`config.mk`:
```
export PLATFORM = sky130hd
export DESIGN_NAME = mem_arbiter
export DESIGN_NICKNAME = d
export VERILOG_FILES = /design/src/rtl/wires.sv /design/src/rtl/mem_arbiter.sv
export SDC_FILE = /design/constraint.sdc
export NUM_CORES = 1
export LEC_CHECK = 0
export ABC_AREA = 1
export BUFFER_PORTS_ARGS = -buffer_cell sky130_fd_sc_hd__buf_2
export CAP_MARGIN = 0
export CORE_AREA = 2 2 122 124
export CTS_CLUSTER_SIZE = 10
export DETAILED_ROUTE_END_ITERATION = 10
export DIE_AREA = 0 0 124 126
export PLACE_DENSITY = 0.82
export SLEW_MARGIN = 5
export SYNTH_ARGS = -nofsm -noshare
export SYNTH_HDL_FRONTEND = slang
export SYNTH_SLANG_ARGS = --single-unit
```
`constraint.sdc`:
```
create_clock -name clock -period 3.74 [get_ports clock]
set_input_delay 0.935 -clock clock [delete_from_list [all_inputs] [get_ports clock]]
set_output_delay 0.935 -clock clock [all_outputs]
set_load 0.05 [all_outputs]
```
`src/rtl/wires.sv`:
```
// Shared pipeline wire and register types for the memory-side path of the core.
// Holds the request/response bundles and the memory arbiter's register state.
package wires;

    localparam int unsigned addr_width = 32;
    localparam int unsigned data_width = 32;
    localparam int unsigned strb_width = data_width / 8;

    typedef struct packed {
        logic                  mem_valid;
        logic                  mem_fence;
        logic                  mem_spec;
        logic                  mem_instr;
        logic [addr_width-1:0] mem_addr;
        logic [data_width-1:0] mem_wdata;
        logic [strb_width-1:0] mem_wstrb;
    } mem_in_type;

    typedef struct packed {
        logic                  mem_ready;
        logic [data_width-1:0] mem_rdata;
    } mem_out_type;

    typedef enum logic [1:0] {
        IDLE,
        IWAIT,
        DWAIT
    } arbiter_state_type;

    typedef struct packed {
        arbiter_state_type     state;
        logic                  kill;
        logic                  last_d;
        logic [addr_width-1:0] iaddr;
        mem_in_type            mem_in;
    } arbiter_reg_type;

    localparam arbiter_reg_type init_arbiter_reg = '{
        state  : IDLE,
        kill   : 1'b0,
        last_d : 1'b0,
        iaddr  : '0,
        mem_in : '0
    };

    // Data wins a contended grant unless the previous grant already went to data.
    function automatic logic pick_data(input logic d_pending, input logic i_pending,
                                       input logic last_d);
        return d_pending && (!i_pending || !last_d);
    endfunction

endpackage

```
`src/rtl/mem_arbiter.sv`:
```
// Shares one memory port between fetch and the memory stage, one transaction at a time,
// alternating under contention and discarding responses for redirected fetches.
module mem_arbiter
    import wires::*;
(
    input  logic        reset,
    input  logic        clock,
    input  mem_in_type  imem_in,
    output mem_out_type imem_out,
    input  mem_in_type  dmem_in,
    output mem_out_type dmem_out,
    output mem_in_type  mem_in,
    input  mem_out_type mem_out
);

    arbiter_reg_type r;
    arbiter_reg_type rin;

    always_comb begin
        arbiter_reg_type v;
        logic            arbitrate;
        logic            i_pending;
        logic            d_pending;

        // NOTE: every signal written here gets a default first, so no path can infer a latch.
        v                = r;
        v.mem_in.mem_valid = 1'b0;
        imem_out         = '0;
        dmem_out         = '0;
        arbitrate        = 1'b0;
        i_pending        = imem_in.mem_valid;
        d_pending        = dmem_in.mem_valid;

        case (r.state)
            IDLE: begin
                arbitrate = 1'b1;
            end
            IWAIT: begin
                if (mem_out.mem_ready) begin
                    // A killed fetch keeps its valid high, so its redirected address is still eligible.
                    if (!r.kill) begin
                        imem_out  = mem_out;
                        i_pending = 1'b0;
                    end
                    v.kill    = 1'b0;
                    v.state   = IDLE;
                    arbitrate = 1'b1;
                end else if (imem_in.mem_valid && imem_in.mem_spec &&
                             (imem_in.mem_addr != r.iaddr)) begin
                    v.kill = 1'b1;
                end
            end
            DWAIT: begin
                if (mem_out.mem_ready) begin
                    dmem_out  = mem_out;
                    d_pending = 1'b0;
                    v.state   = IDLE;
                    arbitrate = 1'b1;
                end
            end
            default: begin
                v.state = IDLE;
            end
        endcase

        if (arbitrate) begin
            if (pick_data(d_pending, i_pending, r.last_d)) begin
                v.mem_in           = dmem_in;
                v.mem_in.mem_valid = 1'b1;
                v.mem_in.mem_instr = 1'b0;
                v.last_d           = 1'b1;
                v.state            = DWAIT;
            end else if (i_pending) begin
                v.mem_in           = imem_in;
                v.mem_in.mem_valid = 1'b1;
                v.mem_in.mem_instr = 1'b1;
                v.iaddr            = imem_in.mem_addr;
                v.last_d           = 1'b0;
                v.kill             = 1'b0;
                v.state            = IWAIT;
            end
        end

        // Response ports stay quiet while reset is held, whatever state is left over.
        if (!reset) begin
            imem_out = '0;
            dmem_out = '0;
        end

        rin = v;
    end

    // NOTE: state registers use non-blocking assignment; reset here is synchronous, sampled on clock.
    always_ff @(posedge clock) begin
        if (!reset) begin
            r <= init_arbiter_reg;
        end else begin
            r <= rin;
        end
    end

    assign mem_in = r.mem_in;

endmodule

```
==> results.md <==
* Clock-pin slew on the worst setup and hold paths at 0.08 ns
* Total grt overflow at 0
* Clock Tree Root: clkbuf_16
* Worst skew pair latency at 0.35 ns
* Sequential area share after synthesis at approximately 38%
* Die height at 126 um
* Netlist cell types at 23
* RSZ-0062 raised after global routing: no
* Critical path peak fanout at 32
* Area growth, synth to finish at 24.3%
* TritonCTS clock tree: yes
* Worst hold slack at between 0.4 and 0.5 ns
* Sum of buffers and inverters on the critical path at 3
* CP peak stage delay at 0.66 ns
* Vias per inst at ~4.8
* Actual slew at the worst max-slew pin at between 0.9 and 1 ns
* Antenna violations before repair at 1
* CP cell instances: buf_2 > nand3_1 > nor2_1 > inv_1 > nor2_1 > buf_2
* Kind of cell adding the most delay to the critical path: buffers and inverters
* Hold Path Class: flip-flop to flip-flop
* Fin. Hold Viols at 0
* Switch share at 43.7%
* Yosys reg bits at 108
* Max-Cap Viols at 0
* CTS Hold Bufs at 0
* Syn Nets at approximately 1000
* PortBufs at 314
* Clock sinks at 108
* Synth Warn # at 0
* Row Count at 44
* Area of the core at 14300 sq um
* Worst EP required at 2.80 ns
* Gr usage total at 20.5%
* Max Clock Freq at approximately 0.31 GHz
* Postcts setup bufs at 0
* First-pass GRT wire length at ~26 mm
* Leakage at 3.67 nW
* FILL cells at about 1400
* Status: finished, final reports clean
* Largest net degree at the start of global routing at 98
* Clock Skews at 0.00981 ns
* Critical path endpoint category: output pin
* Die area at roughly 16000 sq um
* Clk buf depth at 2
* Reg power frac at a little over a third
* Fin crit period at 3.19 ns
* Clock power share at 24.1%
* Nets@finish at about 1200
* Psw at 1.80 mW
* Die extent in x at 124 um
* Max-slew headroom at 38.7%
* Synthesized area at 5740 sq um
* Dpl ws at 0.570 ns
* PD cells at between 500 and 600 nW/um^2
* Starting density of the core at 40.1%
* Pre-antenna DRT Iters at 4
* Dpl cells at 1214
* Layout cells sized above 1 at 33.2%
* Crit share post-route at between 80% and 90%
* Drt drc at 0
* Initial drt markers at 296
* Io pins at 317
* CP max stage cell: inv_1
* Final setup fails at 0
* Worst setup SP type: primary input
* RD Place Congestion at between 0.7 and 0.8
* Mean post-synth cell area at 6.92 sq um
* Wirelength, routed at 16.9 mm
* Remaining antenna violation count at 0
* CP arrival at 2.26 ns
* Final Slew Violations at 0
* Vias in the first global route at 5170
* Worst Path Class, Setup: primary input to output pin
* Post-CTS sizing at 0
* DP HPWL at between 10 and 15 mm
* Fin cells at 1231
* Final worst slack at 0.549 ns
* Num CTS Buffers at 9
* Syn Inst Count at between 800 and 900
* Internal power at between 2 and 2.5 mW
* Max VDD drop at 0.000371 V
* H-tree depth at 3
* Combinational share of power at 40.2%
* Wire per inst at 13.8 um
* Via count at 5899
==> kinds of logic after synthesis <==
kind of cell,count (synthesis),synth area share [%]
AOI/OAI and AO/OA,184,18.0
xor gates and xnor gates,23,3.51
adders and majority gates,4,0.872
buffers and inverters,188,18.2
DFF,108,37.7
and+or+nand+nor,323,21.7
==> power groups by stage <==
stage | Clock, mW | Sequential [mW] | Combinational, mW
after floorplan | 0 | 1.47 | 1.51
after global placement | 0 | 1.48 | 1.64
after detailed placement | 0 | 1.49 | 1.66
after CTS | 1.02 | 1.47 | 1.66
after global routing | 1.06 | 1.50 | 1.79
final | 0.992 | 1.47 | 1.66
==> final cells by class <==
cell class / instances / area (sq um) / area share [%]
inverter: 64 / 243 / 3.40
tap: 184 / 230 / 3.23
clock buffer: 10 / 229 / 3.21
multi-input combinational: 534 / 2530 / 35.5
sequential: 108 / 2160 / 30.3
clock inverter: 6 / 76.3 / 1.07
antenna: 1 / 2.50 / 0.0351
timing repair buffer: 324 / 1660 / 23.3
==> worst register-to-register path, cell delays in order, from the launching register on <==
cell and delay [ns]:
dfxtp_1 0.41, inv_1 0.08, ha_1 0.29, nand2_1 0.08, a21oi_4 0.22, o21ai_4 0.12, inv_4 0.42, buf_4 0.41
o21ai_1 0.12, a31oi_1 0.19
==> synth_stat cells <==
cell type | instances | area share, %
o21ai_0 | 55 | 4.8
clkbuf_1 | 19 | 1.2
buf_4 | 73 | 9.5
o22ai_1 | 2 | 0.22
inv_2 | 5 | 0.33
buf_2 | 28 | 2.4
a21oi_4 | 1 | 0.28
dfxtp_1 | 108 | 38
a21oi_1 | 14 | 1.2
o21ai_1 | 40 | 3.5
nor2_1 | 90 | 5.9
o21ai_4 | 1 | 0.28
a21boi_1 | 1 | 0.13
ha_1 | 4 | 0.87
nand3_2 | 1 | 0.17
nand3_1 | 18 | 1.6
a31oi_1 | 70 | 7.6
buf_6 | 4 | 0.78
xnor2_1 | 23 | 3.5
nand4_1 | 1 | 0.11
inv_1 | 59 | 3.9
and3_1 | 1 | 0.11
nand2_1 | 212 | 14
==> sequential cells by signal (all words and copies together), names as in the netlist <==
register  flops
mem_in       72
r            36
==> path summary, 6_finish.rpt <==
path	slack, ns	depth (start not counted)	from	end
max	0.55	6	mem_out[32]	imem_out[14]
min reg2reg	0.45	2	r[105]	r[105]
max reg2reg	1.31	9	r[107]	mem_in[40]
min	0.45	2	r[105]	r[105]
==> stage by stage <==
step / util [%] / cell area (sq um) / TNS [ns] / total power, mW
after floorplan: - / 5740 / -4.22 / 2.98
after global placement: 47.7 / 6830 / 0 / 3.12
after detailed placement: 47.7 / 6830 / 0 / 3.15
after CTS: 49.8 / 7130 / 0 / 4.15
after global routing: 49.9 / 7140 / 0 / 4.34
final: 49.9 / 7140 / 0 / 4.12
==> cells in the final DEF, fill, tap and decap left out, drive strengths merged, types with 2 or more instances in the layout <==
master / instances
nor2: 90
nand2: 212
dfxtp: 108
clkbuf: 10
buf: 324
a31oi: 70
o21ai: 96
a21oi: 15
xnor2: 23
inv: 68
o22ai: 2
ha: 4
nand3: 19
==> layer usage <==
layer | vias up | GRT usage, % | wire, um
met5 | - | 0 | 0
met3 | 14 | 4.85 | 1400
met4 | 0 | 5.95 | 198
li1 | 3035 | - | -
met2 | 203 | 34.4 | 7880
met1 | 2647 | 26.0 | 7460
(Power assumes the default switching activity.)
